File: src/rtl/cont_gate_ctrl_if.sv
// rtl/cont_gate_ctrl_if.sv - control/readout signal bundle between the gate sequencer and the counter/display side
interface cont_gate_ctrl_if;
   logic       run;
   logic       single;
   logic [3:0] cont_3;
   logic [3:0] cont_2;
   logic [3:0] cont_1;
   logic [3:0] cont_0;
   logic       hab;
   logic       limp;
   logic [3:0] res_3;
   logic [3:0] res_2;
   logic [3:0] res_1;
   logic [3:0] res_0;
   logic       res_valid;
   logic       busy;
   logic       ovf;

   // Sequencer side: takes requests and counter digits, drives counter control and the result
   modport master (
      input  run, single, cont_3, cont_2, cont_1, cont_0,
      output hab, limp, res_3, res_2, res_1, res_0, res_valid, busy, ovf
   );

   // Environment side: issues requests, supplies digits, consumes the result
   modport slave (
      output run, single, cont_3, cont_2, cont_1, cont_0,
      input  hab, limp, res_3, res_2, res_1, res_0, res_valid, busy, ovf
   );
endinterface

File: src/rtl/cont_gate_ctrl.sv
// rtl/cont_gate_ctrl.sv - clear/gate/settle/latch sequencer turning the BCD event counter into periodic measurements
// Optional feature macro: OVERFLOW_DETECT_EN (thousands-digit wrap during the gate saturates the result to 9999 and sets ovf)
module cont_gate_ctrl #(
   parameter int GATE_CYCLES   = 1000,
   parameter int CLEAR_CYCLES  = 2,
   parameter int SETTLE_CYCLES = 2
) (
   input  logic             clk,
   input  logic             RESET,
   cont_gate_ctrl_if.master ctl_if
);

   localparam int MAX_AB  = (GATE_CYCLES > CLEAR_CYCLES) ? GATE_CYCLES : CLEAR_CYCLES;
   localparam int MAX_CYC = (MAX_AB > SETTLE_CYCLES) ? MAX_AB : SETTLE_CYCLES;
   localparam int CNT_W   = $clog2(MAX_CYC + 1);

   // Dwell counter counts down to zero; loaded with length-1 on state entry
   localparam logic [CNT_W-1:0] CLEAR_LOAD  = CNT_W'(CLEAR_CYCLES - 1);
   localparam logic [CNT_W-1:0] GATE_LOAD   = CNT_W'(GATE_CYCLES - 1);
   localparam logic [CNT_W-1:0] SETTLE_LOAD = CNT_W'(SETTLE_CYCLES - 1);

   typedef enum logic [2:0] {
      S_IDLE,
      S_CLEAR,
      S_GATE,
      S_SETTLE,
      S_LATCH
   } state_t;

   state_t           state_q;
   logic [CNT_W-1:0] cnt_q;
   logic             hab_q;
   logic             limp_q;
   logic [15:0]      res_q;
   logic             res_valid_q;
   logic             busy_q;
   logic [15:0]      cont_w;
   logic             start_d;

`ifdef OVERFLOW_DETECT_EN
   logic             ovf_q;
   logic             flag_q;
   logic [3:0]       prev3_q;
`endif

   assign cont_w = {ctl_if.cont_3, ctl_if.cont_2, ctl_if.cont_1, ctl_if.cont_0};

   // A new measurement starts from IDLE on any request, or straight after LATCH while run stays high
   assign start_d = ((state_q == S_IDLE)  && (ctl_if.run || ctl_if.single)) ||
                    ((state_q == S_LATCH) &&  ctl_if.run);

   // Sequencer: state, dwell counter and all registered outputs, set on entry to each state
   always_ff @(posedge clk) begin
      if (RESET) begin
         state_q     <= S_IDLE;
         cnt_q       <= '0;
         hab_q       <= 1'b0;
         limp_q      <= 1'b0;
         res_q       <= '0;
         res_valid_q <= 1'b0;
         busy_q      <= 1'b0;
`ifdef OVERFLOW_DETECT_EN
         ovf_q       <= 1'b0;
         flag_q      <= 1'b0;
         prev3_q     <= '0;
`endif
      end else begin
         res_valid_q <= 1'b0;
`ifdef OVERFLOW_DETECT_EN
         // Track the thousands digit from the clear phase on, so the first gate cycle has a valid predecessor
         if (state_q == S_CLEAR || state_q == S_GATE)
            prev3_q <= ctl_if.cont_3;
         if (state_q == S_GATE && prev3_q == 4'd9 && ctl_if.cont_3 == 4'd0)
            flag_q <= 1'b1;
`endif
         case (state_q)
            S_IDLE: begin
            end
            S_CLEAR: begin
               if (cnt_q == '0) begin
                  state_q <= S_GATE;
                  cnt_q   <= GATE_LOAD;
                  limp_q  <= 1'b0;
                  hab_q   <= 1'b1;
               end else begin
                  cnt_q <= cnt_q - 1'b1;
               end
            end
            S_GATE: begin
               if (cnt_q == '0) begin
                  state_q <= S_SETTLE;
                  cnt_q   <= SETTLE_LOAD;
                  hab_q   <= 1'b0;
               end else begin
                  cnt_q <= cnt_q - 1'b1;
               end
            end
            S_SETTLE: begin
               if (cnt_q == '0) begin
                  state_q     <= S_LATCH;
                  cnt_q       <= '0;
                  res_valid_q <= 1'b1;
`ifdef OVERFLOW_DETECT_EN
                  res_q       <= flag_q ? 16'h9999 : cont_w;
                  ovf_q       <= flag_q;
`else
                  res_q       <= cont_w;
`endif
               end else begin
                  cnt_q <= cnt_q - 1'b1;
               end
            end
            S_LATCH: begin
               if (!ctl_if.run) begin
                  state_q <= S_IDLE;
                  cnt_q   <= '0;
                  busy_q  <= 1'b0;
               end
            end
            default: begin
               state_q <= S_IDLE;
               cnt_q   <= '0;
               hab_q   <= 1'b0;
               limp_q  <= 1'b0;
               busy_q  <= 1'b0;
            end
         endcase
         if (start_d) begin
            state_q <= S_CLEAR;
            cnt_q   <= CLEAR_LOAD;
            limp_q  <= 1'b1;
            hab_q   <= 1'b0;
            busy_q  <= 1'b1;
`ifdef OVERFLOW_DETECT_EN
            flag_q  <= 1'b0;
`endif
         end
      end
   end

   assign ctl_if.hab       = hab_q;
   assign ctl_if.limp      = limp_q;
   assign ctl_if.res_3     = res_q[15:12];
   assign ctl_if.res_2     = res_q[11:8];
   assign ctl_if.res_1     = res_q[7:4];
   assign ctl_if.res_0     = res_q[3:0];
   assign ctl_if.res_valid = res_valid_q;
   assign ctl_if.busy      = busy_q;
`ifdef OVERFLOW_DETECT_EN
   assign ctl_if.ovf       = ovf_q;
`else
   assign ctl_if.ovf       = 1'b0;
`endif

endmodule

File: src/flat_wrapper.sv
// flat-port wrapper written by rule: the top's interface ports become plain ports
module cont_gate_ctrl_flat 
#(
   parameter int GATE_CYCLES   = 1000,
   parameter int CLEAR_CYCLES  = 2,
   parameter int SETTLE_CYCLES = 2
)
  (clk, RESET, ctl_if_run, ctl_if_single, ctl_if_cont_3, ctl_if_cont_2, ctl_if_cont_1, ctl_if_cont_0, ctl_if_hab, ctl_if_limp, ctl_if_res_3, ctl_if_res_2, ctl_if_res_1, ctl_if_res_0, ctl_if_res_valid, ctl_if_busy, ctl_if_ovf);
  cont_gate_ctrl_if ctl_if_i ();
  input  logic clk;
  input  logic RESET;
  input wire logic [$bits(ctl_if_i.run)-1:0] ctl_if_run;
  input wire logic [$bits(ctl_if_i.single)-1:0] ctl_if_single;
  input wire logic [$bits(ctl_if_i.cont_3)-1:0] ctl_if_cont_3;
  input wire logic [$bits(ctl_if_i.cont_2)-1:0] ctl_if_cont_2;
  input wire logic [$bits(ctl_if_i.cont_1)-1:0] ctl_if_cont_1;
  input wire logic [$bits(ctl_if_i.cont_0)-1:0] ctl_if_cont_0;
  output wire logic [$bits(ctl_if_i.hab)-1:0] ctl_if_hab;
  output wire logic [$bits(ctl_if_i.limp)-1:0] ctl_if_limp;
  output wire logic [$bits(ctl_if_i.res_3)-1:0] ctl_if_res_3;
  output wire logic [$bits(ctl_if_i.res_2)-1:0] ctl_if_res_2;
  output wire logic [$bits(ctl_if_i.res_1)-1:0] ctl_if_res_1;
  output wire logic [$bits(ctl_if_i.res_0)-1:0] ctl_if_res_0;
  output wire logic [$bits(ctl_if_i.res_valid)-1:0] ctl_if_res_valid;
  output wire logic [$bits(ctl_if_i.busy)-1:0] ctl_if_busy;
  output wire logic [$bits(ctl_if_i.ovf)-1:0] ctl_if_ovf;
  assign ctl_if_i.run = ctl_if_run;
  assign ctl_if_i.single = ctl_if_single;
  assign ctl_if_i.cont_3 = ctl_if_cont_3;
  assign ctl_if_i.cont_2 = ctl_if_cont_2;
  assign ctl_if_i.cont_1 = ctl_if_cont_1;
  assign ctl_if_i.cont_0 = ctl_if_cont_0;
  assign ctl_if_hab = ctl_if_i.hab;
  assign ctl_if_limp = ctl_if_i.limp;
  assign ctl_if_res_3 = ctl_if_i.res_3;
  assign ctl_if_res_2 = ctl_if_i.res_2;
  assign ctl_if_res_1 = ctl_if_i.res_1;
  assign ctl_if_res_0 = ctl_if_i.res_0;
  assign ctl_if_res_valid = ctl_if_i.res_valid;
  assign ctl_if_busy = ctl_if_i.busy;
  assign ctl_if_ovf = ctl_if_i.ovf;
  cont_gate_ctrl #(.GATE_CYCLES(GATE_CYCLES), .CLEAR_CYCLES(CLEAR_CYCLES), .SETTLE_CYCLES(SETTLE_CYCLES)) u_core (.clk(clk), .RESET(RESET), .ctl_if(ctl_if_i));
endmodule
File: config.mk
export PLATFORM = sky130hd
export DESIGN_NAME = cont_gate_ctrl_flat
export DESIGN_NICKNAME = d
export VERILOG_FILES = /design/src/rtl/cont_gate_ctrl_if.sv /design/src/rtl/cont_gate_ctrl.sv /design/src/flat_wrapper.sv
export SDC_FILE = /design/constraint.sdc
export NUM_CORES = 1
export LEC_CHECK = 0
export BUFFER_PORTS_ARGS = -buffer_cell sky130_fd_sc_hd__buf_4
export CAP_MARGIN = 20
export CORE_MARGIN = 1.5
export CORE_UTILIZATION = 51
export DETAILED_ROUTE_END_ITERATION = 10
export PLACE_DENSITY = 0.79
export REMOVE_ABC_BUFFERS = 1
export SLEW_MARGIN = 40
export SYNTH_ARGS = -nofsm -noshare
export SYNTH_HDL_FRONTEND = slang
export SYNTH_SLANG_ARGS = --single-unit
File: constraint.sdc
create_clock -name clk -period 2.9 [get_ports clk]
set_clock_uncertainty 0.2 [all_clocks]
set_input_delay 0.435 -clock clk [delete_from_list [all_inputs] [get_ports clk]]
set_output_delay 0.435 -clock clk [all_outputs]
set_load 0.01 [all_outputs]
# After elaboration in Yosys (flattened, before gate mapping)
# Index checks and enable logic that the tools add are counted.
# classes
eq_ne,15
muxes,21
n_reduce_logical,19
addsub,1
bitwise,3
# op_table
cell,n
one-hot mux 10 bit (5 select lines),1
two-way mux 10 bit,4
one-hot mux 3 bit (5 select lines),1
two-way mux 3 bit,4
!= test 2 x 1 -> 1 bit (second input constant),6
zero test 10 bit,1
AND reduction 2 bit,5
AND reduction 5 bit,2
subtractor 10 x 1 -> 10 bit (second input constant),1
!= test 3 x 1 -> 1 bit (second input constant),3
two-way mux 1 bit,8
OR reduction 4 bit,2
== test 3 x 2 -> 1 bit (second input constant),2
one-hot mux 1 bit (2 select lines),2
OR reduction 2 bit,2
== test 3 x 1 -> 1 bit (second input constant),1
== test 3 bit (second input constant),1
zero test 3 bit,1
!= test 3 x 2 -> 1 bit (second input constant),1
inverter 1 bit,3
one-hot mux 1 bit (3 select lines),1
AND reduction 3 bit,1
OR reduction 3 bit,1
logical AND 1 bit,2
2 further kinds,3
# word_totals
input_bits,20
word_cells,68
reg_bits,33
out_inout_bits,21

# Depth between registers and ports, before layout
# Gate-level depths: netlist of the first run.
# logic_depth
word_depth,5
ltp_mapped,8
mapped_depth_nobuf,6

# Worst setup path before layout of the first run
# OpenSTA, ideal clock, no wires.
# synth_timing
path_kind,register -> register
startpoint,register u_core.cnt_q[0]
endpoint,register u_core.res_q[0]
path_stages_with_launch,9
setup_slack_ns,0.417
setup_time_ns,0.128
period_less_slack_ns,2.483
n_path_buf,2
t_arrival_ns,2.155
cell_sequence,dfxtp_1 inv_1 ha_1 or4b_1 buf_6 nor4_4 buf_8 mux2i_1 nor2_1
# synth_between
elab_chain_cells,2
# synth_rtl
element,line,rtl
start: declaration,cont_gate_ctrl.sv:31,logic [CNT_W-1:0] cnt_q;
start signal: assignment,cont_gate_ctrl.sv:86,cnt_q <= cnt_q - 1'b1;
start signal: assignment,cont_gate_ctrl.sv:95,cnt_q <= cnt_q - 1'b1;
start signal: assignment,cont_gate_ctrl.sv:110,cnt_q <= cnt_q - 1'b1;
zero test 10 bit,cont_gate_ctrl.sv:99,if (cnt_q == '0) begin
AND reduction 2 bit (no source line),n/a,
end signal: assignment,cont_gate_ctrl.sv:107,res_q <= cont_w;
end: declaration,cont_gate_ctrl.sv:34,logic [15:0] res_q;
# Every way passes these cells.
# A chain may end at the register's enable or synchronous reset.

# Worst setup path after layout of the first run
# layout_timing
startpoint,register u_core.cnt_q[0]
endpoint,"register u_core.hab_q, in the netlist u_core.ctl_if.hab"
# layout_between
elab_chain_cells,3
word_cells_on_any_way,4
# layout_rtl
element,line,rtl
zero test 10 bit (*),"cont_gate_ctrl.sv:80, cont_gate_ctrl.sv:90",
!= test 2 x 1 -> 1 bit (no source line),n/a,
AND reduction 3 bit (no source line) (*),n/a,
end signal: assignment,cont_gate_ctrl.sv:84,hab_q <= 1'b1;
end signal: assignment,cont_gate_ctrl.sv:93,hab_q <= 1'b0;
end signal: assignment,cont_gate_ctrl.sv:123,hab_q <= 1'b0;
end: declaration,cont_gate_ctrl.sv:32,logic hab_q;
# Every way passes the cells marked *; elsewhere a longest branch is shown, timed or not.

==> metrics.csv, run 1 <==
metric,value,unit
root cell of the clock tree,sky130_fd_sc_hd__clkbuf_4,
cell type group with the largest total delay on the critical path,simple AND/OR/NAND/NOR gates,
antenna violations before repair,0,
Critical path buffers and inverters,1,
most frequent cell after synthesis,sky130_fd_sc_hd__dfxtp_1,
dpl cell area,0.001834,sq mm
Crit-path slowest cell,sky130_fd_sc_hd__or4b_1,
simple-gate share of the synthesized area,23.28,%
total power density per cell area,979.1,mW/mm^2
clock-pin slew reported for the worst setup and hold paths after clock tree synthesis,0.12,ns
weighted congestion at the end of routability-driven global placement,0.8770,
ordered cell list for the critical path,inv_1 > ha_1 > or4b_1 > or3_4 > or4_1 > a31oi_1,
Post-Layout Cell Count,241,
cell count after synthesis,172,
"share of synthesized cell area in full adder, half adder and majority cells",0.8084,%
"wirelength, routed",3411,um
number of top-level pins,41,
detailed-route wire length per cell,14.15,um
area of the die,0.003374,sq mm
multi-input logic area,797.0,sq um
Setup Total Neg Slack,0,ns
quantity of I/O buffers inserted on ports,39,
vias in the first global route,1245,
DRC violations left,2,
# placed instances,233,
net total in the final layout,230,
post-CTS setup buffer count,0,
number of buffers created by CTS,5,
data arrival time at the worst-slack endpoint,2.73,ns
worst max-slew margin expressed relative to the limit,46.96,%
transition time of the tightest slew-check pin,0.7956,ns
maximum clock path buffer count,2,
area share of the largest cell type after synthesis,42.68,%
share of async-settable or async-resettable flops after synthesis,0,%
DP HPWL,2390,um
power share of the clock group,13.5,%
number of synthesized register bits,33,
"Seq/Total Area, Yosys",42.68,%
wire length of the first global-routing pass,5526,um
hold buffer count at cts,0,
remaining antenna violation count,0,
launch point of the critical path,u_core.cnt_q[0],
maxcap violations,0,
yosys synthesis warning count,0,
via count,1390,
complex-gate fraction of the synthesized area,15.60,%
total grt overflow,0,
RSZ-0062 raised after global routing,false,
crit path kind,reg -> reg,
highest clock frequency the design can meet,373.3,MHz
Rows,19,
layout cell share with drive strength beyond 1,27.62,%
register cell area after layout,660.6,sq um
Critical Path Max Stage Delay,0.65,ns
Die Ht,58.09,um
GR Layer Usage met2,34.74,%
number of distinct library cells after synthesis,43,
clock latency reported for the late side of the worst-skew pair,0.33,ns
mux share of post-synthesis cell area,10.99,%
cell-internal power,1.047,mW
net load switching power,803.2,uW
min setup slack post-route,0.2211,ns
Reg-to-Reg Start,u_core.cnt_q[0],
parity-gate share of the synthesized area counting xor and xnor cells,0.5659,%
grt met3 use,4.464,%
outcome,"complete, but fails checks",
Core ar.,0.002829,sq mm
mean instance size in the synthesized netlist,8.998,sq um
number of fill cells in the layout,229,
fin crit share,92.38,%
Iter 0 DRT Violations,71,
worst setup timing slack at the placement stage,0.2957,ns
maximum fanout along the worst path,10,
Synth area leaders,"sky130_fd_sc_hd__dfxtp_1 (43%), sky130_fd_sc_hd__mux2i_1 (11%), sky130_fd_sc_hd__nor2_1 (5.6%), sky130_fd_sc_hd__a21oi_1 (3.9%), sky130_fd_sc_hd__nor3_1 (2.9%)",
number of enable flip-flop cells after synthesis,0,
sequential power share,36.1,%
Clock Sinks,33,
path type of the worst min-delay path,in -> reg,
horizontal extent of the die,58.09,um
main combinational cell family by area after synthesis,simple AND/OR/NAND/NOR gates,
final count of pins violating max slew,0,
Worst setup EP type,flop,
crit path time final,2.679,ns
highest-utilization routing layer at the global route stage,met2,
Layout Cell Area excl Fill,0.001889,sq mm
reported leakage power,0.7439,nW
via count normalized by instance count,5.768,
Max H-tree Level,2,
"Power, Total",1.850,mW
Peak supply drop,519.2,uV
CTS tree,built,
first drt pass iteration count,9,
data required time at the worst endpoint,2.95,ns
combinational fraction of design power,50.4,%
leading register cell type out of synthesis,sky130_fd_sc_hd__dfxtp_1,
Critical Path Start Type,flop,
failing checks,DRC,
met1 usage in global routing,27.48,%
Final setup viols,0,
Post-Synthesis Cell Area,0.001548,sq mm
"Gates resized, CTS repair",0,
area delta synth->final,22.07,%
pin count of the biggest net entering global routing,27,
list of most frequent post-synthesis cells,"sky130_fd_sc_hd__dfxtp_1 (33), sky130_fd_sc_hd__nor2_1 (23), sky130_fd_sc_hd__mux2i_1 (17), sky130_fd_sc_hd__a21oi_1 (12), sky130_fd_sc_hd__nor3_1 (9)",
library cell occupying the most area in the post-synthesis netlist,sky130_fd_sc_hd__dfxtp_1,
initial cell density of the core,54.71,%
gr usage total,21.07,%
total count of hold-check failures in the final report,0,
switch share,43.42,%
# diodes,0,
min-delay src,ctl_if_cont_0[2],
## registers in the layout, summed over array words and instances, names as in the netlist
signal and count:
u_core.cnt_q 10, u_core.ctl_if.busy 1, u_core.ctl_if.hab 1, u_core.ctl_if.limp 1, u_core.ctl_if.res_valid 1, u_core.res_q 16
u_core.state_q 3
## layout by cell type, fill, tap and decap left out, types with 2 or more instances in the layout
cell and instances:
sky130_fd_sc_hd__o21ai_0 6, sky130_fd_sc_hd__or4_1 2, sky130_fd_sc_hd__nand2b_1 2, sky130_fd_sc_hd__o21bai_1 2, sky130_fd_sc_hd__nor3_1 9, sky130_fd_sc_hd__nand3b_1 2, sky130_fd_sc_hd__mux2i_1 17, sky130_fd_sc_hd__buf_4 42
sky130_fd_sc_hd__nand4b_1 2, sky130_fd_sc_hd__nor4_1 4, sky130_fd_sc_hd__nor2b_1 3, sky130_fd_sc_hd__or3_1 2, sky130_fd_sc_hd__nand2_1 5, sky130_fd_sc_hd__dfxtp_1 33, sky130_fd_sc_hd__a21oi_1 12, sky130_fd_sc_hd__clkinv_2 2
sky130_fd_sc_hd__nor2_1 23, sky130_fd_sc_hd__clkbuf_4 5, sky130_fd_sc_hd__o22ai_1 2, sky130_fd_sc_hd__a31oi_1 3, sky130_fd_sc_hd__inv_1 6, sky130_fd_sc_hd__o211ai_1 4, sky130_fd_sc_hd__nand4_1 2, sky130_fd_sc_hd__or3_2 2
## power groups by stage
stage	logic (mW)	clock network (mW)	registers, mW
floorplan	0.660	0	0.655
global placement	0.890	0	0.663
detailed placement	0.909	0	0.674
CTS	0.919	0.253	0.664
global route	1.01	0.274	0.685
finish	0.932	0.249	0.668
## logic make-up (layout without fill, tap and decap cells)
family,Yosys count,count (layout)
AOI/OAI and AO/OA,37,37
xor gates and xnor gates,1,1
adders and majority gates,1,1
buffers and inverters,18,56
DFF,33,33
muxes,17,17
other,1,1
and+or+nand+nor,64,64
## per-layer routing
layer	share of wire [%]	wire length (um)	up-vias
met1	45	1523	642
li1	-	-	692
met3	4.9	166	10
met2	49	1655	46
met4	1.9	64	0
met5	0	0	-
## through the flow
stage	hold WS (ns)	util, %
6_report	0.1313	66.78
5_1_grt	0.1395	66.78
4_1_cts	0.1275	66.78
3_5_place_dp	0.2741	64.84
3_3_place_gp	0.2599	64.84
2_1_floorplan	0.2575	-
## final cells by class
type	count	area share (%)
sequential	33	34.97
clock inverter	3	0.9272
multi-input combinational	121	42.19
clock buffer	5	1.987
tap	31	2.053
timing repair buffer	42	16.69
inverter	6	1.192
## worst register-to-register path, stage by stage (launching register included)
cell                      delay, ns
sky130_fd_sc_hd__dfxtp_1       0.37
sky130_fd_sc_hd__inv_1         0.10
sky130_fd_sc_hd__ha_1          0.24
sky130_fd_sc_hd__or4b_1        0.65
sky130_fd_sc_hd__or3_4         0.47
sky130_fd_sc_hd__or4_1         0.40
sky130_fd_sc_hd__a31oi_1       0.18
## final timing paths
kind / to / slack (ns) / cells after the start
min reg2reg: u_core.ctl_if.limp / 0.28 / 2
max reg2reg: u_core.ctl_if.hab / 0.22 / 6
max: u_core.ctl_if.hab / 0.22 / 6
min: u_core.res_q[2] / 0.13 / 3
No activity file was read; power rests on OpenSTA's default activity.
==> inputs of run 2 (changes only) <==
--- a/config.mk
+++ b/config.mk
@@ -11,6 +11,7 @@
 export CORE_UTILIZATION = 51
 export DETAILED_ROUTE_END_ITERATION = 10
 export PLACE_DENSITY = 0.79
+export RECOVER_POWER = 25
 export REMOVE_ABC_BUFFERS = 1
 export SLEW_MARGIN = 40
 export SYNTH_ARGS = -nofsm -noshare
==> metrics.csv, run 2 (synthesized netlist as in run 1, its figures left out) <==
metric,value,unit,change
most frequent cells in the layout,"sky130_fd_sc_hd__dfxtp_1 (33), sky130_fd_sc_hd__buf_4 (29), sky130_fd_sc_hd__nor2_1 (23), sky130_fd_sc_hd__mux2i_1 (17), sky130_fd_sc_hd__clkbuf_1 (13)",,
net total in the final layout,230,,unchanged
wire length of the first global-routing pass,5526,um,unchanged
total grt overflow,0,,unchanged
root cell of the clock tree,sky130_fd_sc_hd__clkbuf_4,,
Worst setup EP type,flop,,
initial cell density of the core,54.71,%,unchanged
transition time of the tightest slew-check pin,0.7690,ns,-0.02660 ns
largest registers,"u_core.res_q x16, u_core.cnt_q x10, u_core.state_q x3",,
Peak supply drop,518.9,uV,about the same
clock-pin slew reported for the worst setup and hold paths after clock tree synthesis,0.12,ns,about the same
Die Ht,58.09,um,unchanged
remaining antenna violation count,0,,unchanged
Critical Path Start Type,flop,,
"Gates resized, CTS repair",0,,unchanged
maximum fanout along the worst path,10,,unchanged
launch point of the critical path,u_core.cnt_q[0],,
RR Endpoint,u_core.ctl_if.hab,,
first drt pass iteration count,8,,-1
layout cell share with drive strength beyond 1,21.43,%,-6.2 points
maximum clock path buffer count,2,,unchanged
register with the most flip-flops,u_core.res_q,,
number of fill cells in the layout,247,,+7.9%
data required time at the worst endpoint,2.95,ns,about the same
via count normalized by instance count,5.805,,+0.65%
failing checks,DRC,,
gr usage total,21.07,%,unchanged
path type of the worst min-delay path,in -> reg,,
clock latency reported for the late side of the worst-skew pair,0.34,ns,about the same
"Power, Total",1.841,mW,-0.45%
data arrival time at the worst-slack endpoint,2.73,ns,about the same
vias in the first global route,1245,,unchanged
crit path kind,reg -> reg,,
highest clock frequency the design can meet,373.3,MHz,about the same
Core ar.,0.002829,sq mm,unchanged
RSZ-0062 raised after global routing,false,,
crit path time final,2.679,ns,+0.0001690 ns
maxcap violations,0,,unchanged
area of the die,0.003374,sq mm,unchanged
utilization after layout,65.06,%,-1.7 points
number of buffers created by CTS,5,,unchanged
Rows,19,,unchanged
final count of pins violating max slew,0,,unchanged
Setup Total Neg Slack,0,ns,unchanged
dpl cell area,0.001834,sq mm,unchanged
CTS tree,built,,
reported leakage power,0.6888,nW,-7.4%
outcome,"complete, but fails checks",,
Iter 0 DRT Violations,69,,-2.8%
Reg-to-Reg Start,u_core.cnt_q[0],,
number of top-level pins,41,,unchanged
Max H-tree Level,2,,unchanged
flip-flop count of the largest register after layout,16,,unchanged
DRC violations left,2,,unchanged
final-layout worst hold slack,0.1299,ns,-0.001461 ns
worst max-slew margin expressed relative to the limit,48.73,%,+1.8 points
via count,1399,,+0.65%
Clock Sinks,33,,unchanged
antenna violations before repair,0,,unchanged
pin count of the biggest net entering global routing,27,,unchanged
post-CTS setup buffer count,0,,unchanged
weighted congestion at the end of routability-driven global placement,0.8770,,unchanged
"commonest non-fill, non-tap cell in the layout",sky130_fd_sc_hd__dfxtp_1,,
"wirelength, routed",3430,um,+0.56%
detailed-route wire length per cell,14.23,um,+0.56%
Final setup viols,0,,unchanged
quantity of I/O buffers inserted on ports,39,,unchanged
# diodes,0,,unchanged
hold buffer count at cts,0,,unchanged
reg2reg path depth,6,,unchanged
horizontal extent of the die,58.09,um,unchanged
cell depth of the worst min-delay path,3,,unchanged
Layout Cell Area excl Fill,0.001841,sq mm,-2.6%
setup slack of the worst register-to-register path,0.22,ns,about the same
fin crit share,92.38,%,about the same
area delta synth->final,18.92,%,
total power density per cell area,1000,mW/mm^2,+2.2%
total count of hold-check failures in the final report,0,,unchanged
capture point of the worst path,u_core.ctl_if.hab,,
DP HPWL,2390,um,unchanged
run 2: cell types whose count changed in the layout (fill, tap and decap cells not counted), sizes merged:
cell / change
buf: -13
clkbuf: +13
run 2: area by class of cell:
type,instances,area (sq um),area share [%]
clock inverters,3,17.52,0.9517
flip-flops and latches,33,660.6,35.89
repair buffers,42,266.5,14.48
clock buffers,5,37.54,2.039
inverters,6,22.52,1.224
well taps,31,38.79,2.107
multi-input cells,121,797.0,43.30
run 2: routing by layer:
metal | wire (um) | track usage [%] | part of all wire [%]
met5 | 0 | 0 | 0
met4 | 55 | 6.977 | 1.6
met3 | 176 | 4.464 | 5.1
met2 | 1657 | 34.74 | 48
met1 | 1541 | 27.48 | 45
run 2: metrics by stage:
| stage | std cells | setup slack, ns |
|---|---|---|
| 5_1_grt | 241 | 0.1213 |
| 6_report | 241 | 0.2209 |
| 4_1_cts | 241 | 0.2521 |
| 3_3_place_gp | 233 | 0.3682 |
| 2_1_floorplan | 160 | 0.1558 |
| 3_5_place_dp | 233 | 0.2957 |
run 2: worst min-delay path by stage:
stage | start | end | slack, ns
4_1_cts | ctl_if_cont_0[2] | u_core.res_q[2] | 0.13
2_1_floorplan | u_core.cnt_q[8] | u_core.cnt_q[8] | 0.26
6_report | ctl_if_cont_0[2] | u_core.res_q[2] | 0.13
5_1_grt | ctl_if_cont_1[2] | u_core.res_q[6] | 0.14
3_5_place_dp | u_core.ctl_if.limp | u_core.ctl_if.limp | 0.27
3_3_place_gp | u_core.ctl_if.limp | u_core.ctl_if.limp | 0.26
run 2: report_power, final:
part           total, mW  internal [mW]  switching [mW]  leakage, nW
clock network      0.250         0.0914           0.158       0.0310
logic              0.924          0.399           0.524        0.390
registers          0.668          0.542           0.126        0.268
run 2: worst max-delay path, cell delays in order (launching register included):
cell and delay, ns:
sky130_fd_sc_hd__dfxtp_1 0.37, sky130_fd_sc_hd__inv_1 0.10, sky130_fd_sc_hd__ha_1 0.24, sky130_fd_sc_hd__or4b_1 0.65, sky130_fd_sc_hd__or3_4 0.47, sky130_fd_sc_hd__or4_1 0.40, sky130_fd_sc_hd__a31oi_1 0.17
